==> config.mk <==
export PLATFORM = sky130hd
export DESIGN_NAME = rx_fifo
export DESIGN_NICKNAME = d
export VERILOG_FILES = /design/src/rtl/uart_pkg.sv /design/src/rtl/fifo_ram.sv /design/src/rtl/rx_fifo.sv
export SDC_FILE = /design/constraint.sdc
export NUM_CORES = 1
export LEC_CHECK = 0
export BUFFER_PORTS_ARGS = -buffer_cell sky130_fd_sc_hd__buf_2
export CORE_ASPECT_RATIO = 1.25
export CORE_MARGIN = 4
export CORE_UTILIZATION = 43
export CTS_CLUSTER_SIZE = 12
export DETAILED_ROUTE_END_ITERATION = 16
export GPL_ROUTABILITY_DRIVEN = 0
export MAX_ROUTING_LAYER = met4
export PLACE_DENSITY = 0.63
export SYNTH_ARGS = -nofsm -noshare
export SYNTH_HDL_FRONTEND = slang
export SYNTH_HIERARCHICAL = 1
export SYNTH_SLANG_ARGS = --single-unit
==> constraint.sdc <==
create_clock -name clock -period 3.7 [get_ports clock]
set_input_delay 0.74 -clock clock [delete_from_list [all_inputs] [get_ports clock]]
set_output_delay 0.74 -clock clock [all_outputs]
set_load 0.03 [all_outputs]
==> src/rtl/uart_pkg.sv <==
// Shared UART definitions: byte width, default line timing
// and pointer sizing used by the receiver, transmitter and FIFOs.
package uart_pkg;

  localparam int BYTE_WIDTH = 8;
  localparam int BAUD_RATE  = 9600;
  localparam int CLOCK_HZ   = 12_000_000;

  function automatic int ptr_bits(input int depth);
    return $clog2(depth);
  endfunction

endpackage

==> src/rtl/fifo_ram.sv <==
// Simple dual-port byte storage: synchronous write,
// asynchronous read so the FIFO head falls through.
module fifo_ram
  import uart_pkg::*;
#(
  parameter int DEPTH     = 16,
  parameter int ADDR_BITS = ptr_bits(DEPTH)
) (
  input  logic                  clock,
  input  logic                  write_en,
  input  logic [ADDR_BITS-1:0]  write_addr,
  input  logic [BYTE_WIDTH-1:0] write_data,
  input  logic [ADDR_BITS-1:0]  read_addr,
  output logic [BYTE_WIDTH-1:0] read_data
);

  logic [BYTE_WIDTH-1:0] mem [DEPTH];

  always_ff @(posedge clock) begin
    if (write_en) mem[write_addr] <= write_data;
  end

  assign read_data = mem[read_addr];

endmodule

==> src/rtl/rx_fifo.sv <==
// Receive byte buffer behind the UART receiver: FWFT read port,
// drops bytes when full and records that in a sticky flag.
module rx_fifo
  import uart_pkg::*;
#(
  parameter  int DEPTH      = 16,
  localparam int ADDR_BITS  = ptr_bits(DEPTH),
  localparam int COUNT_BITS = ADDR_BITS + 1
) (
  input  logic                  clock,
  input  logic                  reset,
  input  logic                  in_valid,
  input  logic [BYTE_WIDTH-1:0] in_byte,
  output logic                  out_valid,
  output logic [BYTE_WIDTH-1:0] out_byte,
  input  logic                  out_ready,
  output logic [COUNT_BITS-1:0] count,
  output logic                  empty,
  output logic                  full,
  output logic                  overflow,
  input  logic                  clear_overflow
);

  logic [ADDR_BITS-1:0] wr_ptr;
  logic [ADDR_BITS-1:0] rd_ptr;
  logic                 do_wr;
  logic                 do_rd;
  logic                 drop;

  assign empty     = (count == '0);
  assign full      = (count == COUNT_BITS'(DEPTH));
  assign out_valid = ~empty;

  // A read frees a slot in the same cycle, so full+read still accepts.
  assign do_rd = out_valid & out_ready;
  assign do_wr = in_valid & (~full | do_rd);
  assign drop  = in_valid & full & ~do_rd;

  fifo_ram #(
    .DEPTH     (DEPTH),
    .ADDR_BITS (ADDR_BITS)
  ) u_ram (
    .clock      (clock),
    .write_en   (do_wr),
    .write_addr (wr_ptr),
    .write_data (in_byte),
    .read_addr  (rd_ptr),
    .read_data  (out_byte)
  );

  always_ff @(posedge clock or negedge reset) begin
    if (!reset) begin
      wr_ptr <= '0;
      rd_ptr <= '0;
      count  <= '0;
    end else begin
      if (do_wr) wr_ptr <= wr_ptr + 1'b1;
      if (do_rd) rd_ptr <= rd_ptr + 1'b1;
      unique case ({do_wr, do_rd})
        2'b10:   count <= count + 1'b1;
        2'b01:   count <= count - 1'b1;
        default: count <= count;
      endcase
    end
  end

  always_ff @(posedge clock or negedge reset) begin
    if (!reset) begin
      overflow <= 1'b0;
    end else if (drop) begin
      overflow <= 1'b1;
    end else if (clear_overflow) begin
      overflow <= 1'b0;
    end
  end

endmodule

==> results.tsv <==
metric	value	unit
outcome	finished, final reports clean	
first-pass GRT wire length	17.7	mm
drt drc	0	
CP Max Fanout	10	
Starting Density	43.9	%
CTS tree	done	
1st-iter DRT viols	231	
Worst Tran Pin Value	0.916	ns
final setup violating endpoints	0	
Critical path origin	rd_ptr[0]	
Hold Fails Final Rpt	0	
warnings from Yosys	6	
Post-CTS Resized	0	
Mapped Area	0.00584	mm2
hold_ws	0.230	ns
Max Cap Violations	0	
core area	0.0133	mm2
CTS Hold Buffers Added	0	
number of iterations in the first detailed-routing pass	5	
# diodes	0	
Max Root-Sink Buffers	2	
CTS H-Tree Depth	4	
share of layout cells above drive strength 1	28.2	%
initial antenna violation count	0	
M1 GR Usage	18.9	%
final wirelength	10.9	mm
Seq/Total Area, Yosys	71.8	%
DR vias	2977	
syn avg cell area	19.6	um2
CP arrival	2.41	ns
Final Net Count	369	
total power	5.74	mW
Root Driver	clkbuf_16	
most frequent cells in the layout	128 x edfxtp_1, 29 x buf_2, 18 x mux4_2	
Die X	112	um
most common cell after layout, fill and taps aside	edfxtp_1	
peak supply drop	0.000572	V
Leakage	2.39	nW
Critical-path top delay cell	mux4_1	
most crowded layer after global routing	met2	
unrepaired setup endpoints after global routing	false	
FF+latch count, synth	142	
worst-path cell chain	buf_4 -> mux4_1 -> a22oi_1 -> nand2_1 -> buf_2	
worst slew margin relative to its limit	38.7	%
Sum Neg Setup Slack	0	ns
largest net degree at the start of global routing	36	
PwrDens	835	mW/mm2
hpwl dp	7.21	mm
synth unique cells	46	
clk_skew	0.00836	ns
Die ar.	0.0155	mm2
Hold Crit Class	in -> async	
Gate Count Post-Synth	298	
CTS sink count	142	
Post-CTS Setup Inserts	0	
minimum clock period	3.15	ns
gr usage total	15.7	%
Design Area, Final	0.00687	mm2
FMAX	317	MHz
Post-Syn Nets	318	
element type at the critical path end	output port	
Die Ht	138	um
Post-DRT Antenna Nets	0	
crit start category	flip-flop	
critical path type	reg -> out	
Post-Place Setup Slack	0.702	ns
slowest stage delay, CP	0.59	ns
total gr overflow	0	
Num CTS Buffers	17	
fin crit share	85.2	%
fin. max-slew vios	0	
Area after DPL	0.00622	mm2
reg2reg start	count[0]	
IO Port Bufs	29	
WL/cell	20.5	um
routing usage on met2	24.5	%
Vias/cell	5.59	
Clock transition at path regs	0.06	ns
final worst slack	0.547	ns
FP Rows	47	
Ports	30	
P&R area growth vs syn	17.6	%
GRT met3 Usage	4.50	%
number of global-route vias before repair	3169	
worst skew pair latency	0.41	ns
Critical Path RT	2.96	ns
## area by class of cell
class / instances / area, um2
Fill cell: 1083 / 6420
Sequential cell: 142 / 4200
Multi-Input combinational cell: 138 / 1530
Clock buffer: 18 / 429
Timing Repair Buffer: 44 / 258
Clock inverter: 14 / 221
Tap cell: 171 / 214
Inverter: 6 / 22.5
## through the flow
stage,util (%),instances
after detailed placement,46.8,501
after CTS,51.7,533
final,51.7,533
after global placement,46.8,501
after global routing,51.7,533
after floorplan,-,298
## Yosys cell counts (all sizes together)
master | n | area, um2
edfxtp | 128 | 3840
nand2b | 2 | 12.5
clkdlybuf4s25 | 3 | 30.0
mux4 | 32 | 773
dfrtp | 14 | 350
and4 | 1 | 8.76
a21bo | 1 | 16.3
xnor2 | 6 | 52.6
nor3b | 5 | 37.5
a21oi | 6 | 30.0
nand4 | 1 | 6.26
nor2b | 2 | 12.5
nor4 | 1 | 12.5
a22oi | 16 | 120
xor2 | 2 | 17.5
nor2 | 14 | 52.6
clkbuf | 1 | 5.00
ha | 6 | 75.1
inv | 6 | 22.5
a2111o | 1 | 11.3
nand3b | 2 | 15.0
and2b | 1 | 7.51
mux2 | 4 | 48.8
or4 | 2 | 18.8
o21ai | 5 | 36.3
or4b | 1 | 10.0
nor3 | 4 | 20.0
nand2 | 11 | 41.3
buf | 8 | 60.1
o211ai | 2 | 15.0
fa | 1 | 20.0
and2 | 2 | 13.8
or3b | 1 | 8.76
o311ai | 1 | 8.76
nand3 | 5 | 25.0
## report_power, final
part           switching [mW]  leakage (nW)  total (mW)  internal, mW
combinational           0.939         0.751        1.65         0.715
clock                   0.596         0.312        1.85          1.25
sequential              0.254          1.32        2.24          1.98
total                    1.79          2.39        5.74          3.95
## per-layer routing
metal | part of all wire [%] | wire length, um
met5 | 0 | 0
met4 | 2.8 | 308
met1 | 40 | 4400
met2 | 52 | 5670
met3 | 4.9 | 532
## kinds of logic after synthesis
group | after synthesis | synth area share [%]
adders and majority gates | 7 | 1.63
AOI/OAI and AO/OA | 32 | 4.07
and+or+nand+nor | 55 | 5.19
xor gates and xnor gates | 8 | 1.20
DFF | 142 | 71.8
muxes | 36 | 14.1
buffers and inverters | 18 | 2.01
## critical path: cells and delay by family (launching register included)
kind | cells | cell delay (ns)
buffers and inverters | 2 | 0.47
multiplexers | 1 | 0.59
flip-flops | 1 | 0.52
AND/OR/NAND/NOR | 1 | 0.13
AO/OA/AOI/OAI | 1 | 0.28
## state kept, by name (all words and copies together), names as in the netlist
register,count
rd_ptr,4
overflow,1
wr_ptr,4
count,5
u_ram/mem,128
## worst paths after layout
path	endpoint	slack, ns	cells after the start
max	out_byte[5]	0.55	5
min	count[3]	0.23	1
max reg2reg	count[4]	0.76	8
min reg2reg	overflow	0.52	2
max in group asynchronous	rd_ptr[0]	3.20	1
min in group clock	overflow	0.52	2
Note: power is estimated with default switching activity, not from simulation.
